--- src/rtl/ula_seq.sv ---
// Registered, handshaked ALU: single-cycle arithmetic/logic ops plus iterative MUL/DIV.
// Optional macro ULA_MULDIV_EN enables the multi-cycle MUL/DIV datapath and BUSY state.
module ula_seq #(
  parameter int WIDTH = 8,
  parameter int OP_W  = 4
) (
  input  logic             clk,
  input  logic             rst_n,
  input  logic             in_valid,
  output logic             in_ready,
  input  logic [WIDTH-1:0] val_a,
  input  logic [WIDTH-1:0] val_b,
  input  logic [OP_W-1:0]  op,
  output logic             out_valid,
  output logic [WIDTH-1:0] result,
  output logic             zero_flag,
  output logic             carrier_flag,
  output logic             negative_flag
);

  localparam logic [OP_W-1:0] OP_ADD = OP_W'(0);
  localparam logic [OP_W-1:0] OP_SUB = OP_W'(1);
  localparam logic [OP_W-1:0] OP_SHL = OP_W'(2);
  localparam logic [OP_W-1:0] OP_SHR = OP_W'(3);
  localparam logic [OP_W-1:0] OP_MOV = OP_W'(4);
  localparam logic [OP_W-1:0] OP_AND = OP_W'(5);
  localparam logic [OP_W-1:0] OP_OR  = OP_W'(6);
  localparam logic [OP_W-1:0] OP_XOR = OP_W'(7);

  logic             accept;
  logic [WIDTH-1:0] sc_res;
  logic             sc_carry;
  logic             sc_neg;
  logic             wr_en;
  logic [WIDTH-1:0] wr_res;
  logic             wr_carry;
  logic             wr_neg;

  assign accept = in_valid && in_ready;

  // Single-cycle ops; MUL/DIV codes fall into the illegal-op default here.
  always_comb begin
    sc_res   = '0;
    sc_carry = 1'b0;
    sc_neg   = 1'b0;
    case (op)
      OP_ADD: {sc_carry, sc_res} = {1'b0, val_a} + {1'b0, val_b};
      OP_SUB: begin
        sc_res   = val_a - val_b;
        sc_carry = (val_b > val_a);
        sc_neg   = (val_b > val_a);
      end
      OP_SHL: begin
        sc_res   = {val_a[WIDTH-2:0], 1'b0};
        sc_carry = val_a[WIDTH-1];
      end
      OP_SHR: begin
        sc_res   = {1'b0, val_a[WIDTH-1:1]};
        sc_carry = val_a[0];
      end
      OP_MOV:  sc_res = val_b;
      OP_AND:  sc_res = val_a & val_b;
      OP_OR:   sc_res = val_a | val_b;
      OP_XOR:  sc_res = val_a ^ val_b;
      default: sc_res = '0;
    endcase
  end

`ifdef ULA_MULDIV_EN
  localparam logic [OP_W-1:0] OP_MUL = OP_W'(8);
  localparam logic [OP_W-1:0] OP_DIV = OP_W'(9);
  localparam int              CW     = $clog2(WIDTH + 1);

  typedef enum logic {IDLE, BUSY} state_t;

  state_t             state;
  state_t             state_nxt;
  logic [CW-1:0]      count;
  logic               is_md_op;
  logic               last;
  logic               is_div;
  logic [2*WIDTH-1:0] mcand;
  logic [2*WIDTH-1:0] acc;
  logic [2*WIDTH-1:0] acc_nxt;
  logic [WIDTH-1:0]   mplr;
  logic [WIDTH-1:0]   rem;
  logic [WIDTH-1:0]   rem_nxt;
  logic [WIDTH:0]     rem_sh;
  logic [WIDTH-1:0]   quot;
  logic [WIDTH-1:0]   quot_nxt;
  logic [WIDTH-1:0]   divisor;

  assign is_md_op = (op == OP_MUL) || (op == OP_DIV);
  assign last     = (state == BUSY) && (count == CW'(1));
  assign in_ready = (state == IDLE);

  always_ff @(posedge clk) begin
    if (!rst_n) state <= IDLE;
    else        state <= state_nxt;
  end

  always_comb begin
    state_nxt = state;
    case (state)
      IDLE:    if (accept && is_md_op) state_nxt = BUSY;
      BUSY:    if (count == CW'(1)) state_nxt = IDLE;
      default: state_nxt = IDLE;
    endcase
  end

  // One shift-add step and one restoring-division step per BUSY edge.
  // A zero divisor always passes the compare, so the quotient fills with ones.
  always_comb begin
    acc_nxt = mplr[0] ? (acc + mcand) : acc;
    rem_sh  = {rem, quot[WIDTH-1]};
    if (rem_sh >= {1'b0, divisor}) begin
      rem_nxt  = WIDTH'(rem_sh - {1'b0, divisor});
      quot_nxt = {quot[WIDTH-2:0], 1'b1};
    end else begin
      rem_nxt  = rem_sh[WIDTH-1:0];
      quot_nxt = {quot[WIDTH-2:0], 1'b0};
    end
  end

  always_ff @(posedge clk) begin
    if (!rst_n) begin
      count   <= '0;
      is_div  <= 1'b0;
      mcand   <= '0;
      acc     <= '0;
      mplr    <= '0;
      rem     <= '0;
      quot    <= '0;
      divisor <= '0;
    end else if (accept && is_md_op) begin
      count   <= CW'(WIDTH);
      is_div  <= (op == OP_DIV);
      mcand   <= {{WIDTH{1'b0}}, val_a};
      acc     <= '0;
      mplr    <= val_b;
      rem     <= '0;
      quot    <= val_a;
      divisor <= val_b;
    end else if (state == BUSY) begin
      count <= count - CW'(1);
      mcand <= {mcand[2*WIDTH-2:0], 1'b0};
      mplr  <= {1'b0, mplr[WIDTH-1:1]};
      acc   <= acc_nxt;
      rem   <= rem_nxt;
      quot  <= quot_nxt;
    end
  end

  always_comb begin
    wr_en    = 1'b0;
    wr_res   = sc_res;
    wr_carry = sc_carry;
    wr_neg   = sc_neg;
    if (accept && !is_md_op) begin
      wr_en = 1'b1;
    end else if (last) begin
      wr_en  = 1'b1;
      wr_neg = 1'b0;
      if (is_div) begin
        wr_res   = quot_nxt;
        wr_carry = (divisor == '0);
      end else begin
        wr_res   = acc_nxt[WIDTH-1:0];
        wr_carry = |acc_nxt[2*WIDTH-1:WIDTH];
      end
    end
  end
`else
  assign in_ready = 1'b1;

  always_comb begin
    wr_en    = accept;
    wr_res   = sc_res;
    wr_carry = sc_carry;
    wr_neg   = sc_neg;
  end
`endif

  always_ff @(posedge clk) begin
    if (!rst_n) begin
      out_valid     <= 1'b0;
      result        <= '0;
      zero_flag     <= 1'b1;
      carrier_flag  <= 1'b0;
      negative_flag <= 1'b0;
    end else begin
      out_valid <= wr_en;
      if (wr_en) begin
        result        <= wr_res;
        zero_flag     <= (wr_res == '0);
        carrier_flag  <= wr_carry;
        negative_flag <= wr_neg;
      end
    end
  end

endmodule

--- config.mk ---
export PLATFORM = sky130hd
export DESIGN_NAME = ula_seq
export DESIGN_NICKNAME = d
export VERILOG_FILES = /design/src/rtl/ula_seq.sv
export SDC_FILE = /design/constraint.sdc
export NUM_CORES = 1
export LEC_CHECK = 0
export BUFFER_PORTS_ARGS = -buffer_cell sky130_fd_sc_hd__buf_2
export CAP_MARGIN = 20
export CORE_ASPECT_RATIO = 1.5
export CORE_MARGIN = 1
export CORE_UTILIZATION = 50
export DETAILED_ROUTE_END_ITERATION = 10
export PLACE_DENSITY_LB_ADDON = 0.1
export SLEW_MARGIN = 20
export SYNTH_ARGS = -nofsm -noshare
export SYNTH_HDL_FRONTEND = slang
export SYNTH_SLANG_ARGS = --single-unit
--- constraint.sdc ---
create_clock -name clk -period 2.85 [get_ports clk]
set_input_delay 0.285 -clock clk [delete_from_list [all_inputs] [get_ports clk]]
set_output_delay 0.285 -clock clk [all_outputs]
set_load 0.05 [all_outputs]
==> metrics.md <==
| Metric | Value |
|---|---|
| Wire length per cell | 15.1 um |
| CTS buffer count | 3 |
| Final setup vio count | 0 |
| Final WS setup | approximately 0.44 ns |
| Clock buffer depth | 2 |
| GP Congestion | ~0.89 |
| Vias per std cell | 5.74 |
| Mapped Nets | 279 |
| Die Span X | 52.0 um |
| Initial antenna violation count | 0 |
| # fillers | 355 |
| End of the worst register-to-register path | zero_flag |
| Post-route ant nets | 0 |
| Synth Area in Simple Gates | 17.9% |
| Clock Tree Root | clkbuf_8 |
| Commonest non-fill, non-tap cell in the layout | buf_2 |
| Synth Warn # | 0 |
| Maximum achievable frequency | 0.416 GHz |
| Worst EP required | 3.03 ns |
| Switch Pwr | roughly 0.00025 W |
| Final hold violation count | 0 |
| Worst VDD drop | around 0.00023 V |
| Crit-path max FO | 4 |
| Synthesized area | 0.00188 mm2 |
| TritonCTS clock tree | done |
| Fraction of layout cells with a size suffix above 1 | 21.0% |
| GR Util All Layers | 23.6% |
| DRC Markers | 0 |
| Max Slew Vio Count | 0 |
| Drt pass-1 iters | 4 |
| Yosys reg bits | 12 |
| Worst setup SP type | input port |
| Worst Reg2Reg Path Length in Cells | 3 |
| Largest net degree at the start of global routing | 30 |
| Min Tclk post-route | about 2.4 ns |
| Postcts setup bufs | 0 |
| Status | completed |
| Leakage | 1.05 nW |
| Syn Inst Count | between 200 and 250 |
| Hpwl dp | 3570 um |
| Flop2flop setup slack | 2.15 ns |
| Area grow syn2layout | 8.34% |
| N_diodes | 0 |
| Dominant synthesized flop cell | dfxtp_1 |
| Clock power share | 23.1% |
| # rows | 26 |
| Setup CP Type | in2reg |
| PortBufs | 34 |
| # hold bufs at CTS | 0 |
| Reg clk slew, reported paths | 0.05 ns |
| Vias in the first global route | approximately 1600 |
| Int Pwr | 0.000388 W |
| GR Overflow Total | 0 |
| Post-Synth XOR/XNOR Area | 1.87% |
| Final setup skew | 0 ns |
| Total Wirelength | around 4400 um |
| Synth Area in Compound Gates | a little under a quarter |
| Rel. slew slack | 59.7% |
| CP Capture Type | flip-flop |
| Post-CTS resize count | 0 |
| Multiplexer share of the synthesized area | 12.3% |
| EDFF count, synth | 0 |
| Seq pwr share | 28.5% |
| Max-Cap Viols | 0 |
| Core footprint | 0.00348 mm2 |
| Setup WS pre-CTS | 0.194 ns |
| Adder-Cell Fraction of Synth Area | 18.8% |
| DR iter-0 viols | 40 |
| Worst Setup EP | zero_flag |
| Pwr Density | about 320 mW/mm2 |
| Clock Latency Late Sink | 0.23 ns |
| I/O pins | 36 |
| Clock sink total | 12 |
| Die area | approximately 0.0040 mm2 |
| Switching fraction of total power | 39.4% |
| Class of the worst hold path | in2reg |
| Worst R2R Start | zero_flag |
| Largest family of logic cells by synthesized area | compound AO/OA/AOI/OAI gates |
| Total number of vias | 1689 |
| Initial Util | 53.9% |
| Combinational share of power | 48.5% |
| Worst EP arrival | 2.58 ns |
| RSZ-0062 raised after global routing | no |
| CTS H-Tree Depth | 1 |
| Sequential cell area fraction in the yosys report | between 10 and 15% |
| First-pass GRT wire length | 7310 um |
| Fin crit share | a little over four fifths |
| Distinct cells, synth | 58 |
| Worst-Margin Slew | 0.604 ns |
| Setup Total Neg Slack | 0 ns |
| Critical Path Source | val_a[0] |
| Die Height | 77.0 um |
| NumNets Final | 304 |
| Commonest non-fill, non-tap cells in the layout | buf_2 (34), inv_1 (31), ha_1 (25) |
| Mean Syn Cell Area | 8.19 um2 |
| FFs w/ async S/R, synth | 0% |
## layout make-up
class	count	area (um2)	share of cell area, %
timing repair buffer	36	185	9.11
multi-input combinational	169	1390	68.5
clock buffer	3	41.3	2.03
tap	42	52.6	2.59
inverter	32	120	5.91
sequential	12	240	11.8
## through the flow
stage / area (um2) / total power (W) / cells / hold WS [ns] / utilization (%)
final: 2030 / 0.000641 / 294 / 0.395 / 58.4
after global routing: 2030 / 0.000684 / 294 / 0.404 / 58.4
after CTS: 2030 / 0.000641 / 294 / 0.391 / 58.4
after detailed placement: 1990 / 0.000494 / 291 / 0.460 / 57.2
after global placement: 1990 / 0.000493 / 291 / 0.455 / 57.2
after floorplan: 1880 / 0.000425 / 229 / 0.401 / -
## sequential cells by signal, indices dropped and copies added, names as in the netlist
name / flops
result: 8
carrier_flag: 1
negative_flag: 1
out_valid: 1
zero_flag: 1
## power by group through the flow
| stage | clock [W] | combinational, W | sequential (W) |
|---|---|---|---|
| 2_1_floorplan | 0 | 0.000203 | 0.000222 |
| 3_3_place_gp | 0 | 0.000307 | 0.000186 |
| 6_report | 0.000148 | 0.000310 | 0.000182 |
| 3_5_place_dp | 0 | 0.000308 | 0.000186 |
| 5_1_grt | 0.000160 | 0.000340 | 0.000184 |
| 4_1_cts | 0.000148 | 0.000310 | 0.000183 |
## metal layers
layer	vias to the layer above	track usage (%)	part of all wire (%)
met5	-	0	0
met4	0	8.65	2.0
met3	8	1.79	3.0
met2	47	42.6	52
met1	782	27.6	43
li1	852	-	-
## how the worst min path moves through the flow
stage / start / to / depth (start not counted)
floorplan: rst_n / out_valid / 2
global placement: result[2] / result[2] / 1
detailed placement: carrier_flag / carrier_flag / 2
CTS: op[3] / carrier_flag / 2
global route: rst_n / result[3] / 2
finish: op[3] / carrier_flag / 2
## worst max-delay path: stages
cell and delay, ns:
buf_2 0.11, inv_1 0.06, ha_1 0.21, inv_1 0.07, fa_1 0.40, mux4_1 0.50
a22o_1 0.23, o21bai_1 0.16, nor4b_2 0.22, and4_1 0.21, a31o_1 0.13
## cell usage after synthesis (2+ instances only)
cell      instances  area share (%)
mux2i_1          11             5.9
dfxtp_1          12              13
o211a_1           3             1.6
nor3_1            4             1.1
o221ai_1          2            0.93
nand3_1           3            0.80
o22ai_1           2            0.67
a21oi_1          11             2.9
buf_6             7             4.2
o21bai_1          2            0.80
nand2_1          10             2.0
o21ai_1           3            0.80
nor2b_1           5             1.7
a21o_1            6             2.4
clkbuf_1          3            0.60
fa_1              2             2.1
a31oi_1           3             1.0
a211oi_1          5             2.0
nor3_2            3             1.6
mux4_2            2             2.4
or3b_1            3             1.4
buf_2             5             1.3
a211o_1           2            0.93
o21ai_0           9             2.4
nand2b_1          3             1.0
xor2_1            2            0.93
xnor2_1           2            0.93
nand3b_1          3             1.2
inv_1            31             6.2
nand4_1           2            0.67
mux4_1            2             2.8
ha_1             25              17
nor2_1           16             3.2
## kinds of logic (layout without fill, tap and decap cells)
group | Yosys count | after routing
AO/OA/AOI/OAI | 61 | 61
XOR/XNOR | 4 | 4
adder cells (fa/ha/maj) | 27 | 27
buffers and inverters | 48 | 71
flip-flops | 12 | 12
multiplexers | 17 | 17
other | 1 | 1
AND/OR/NAND/NOR | 59 | 59
(Power assumes the default switching activity.)
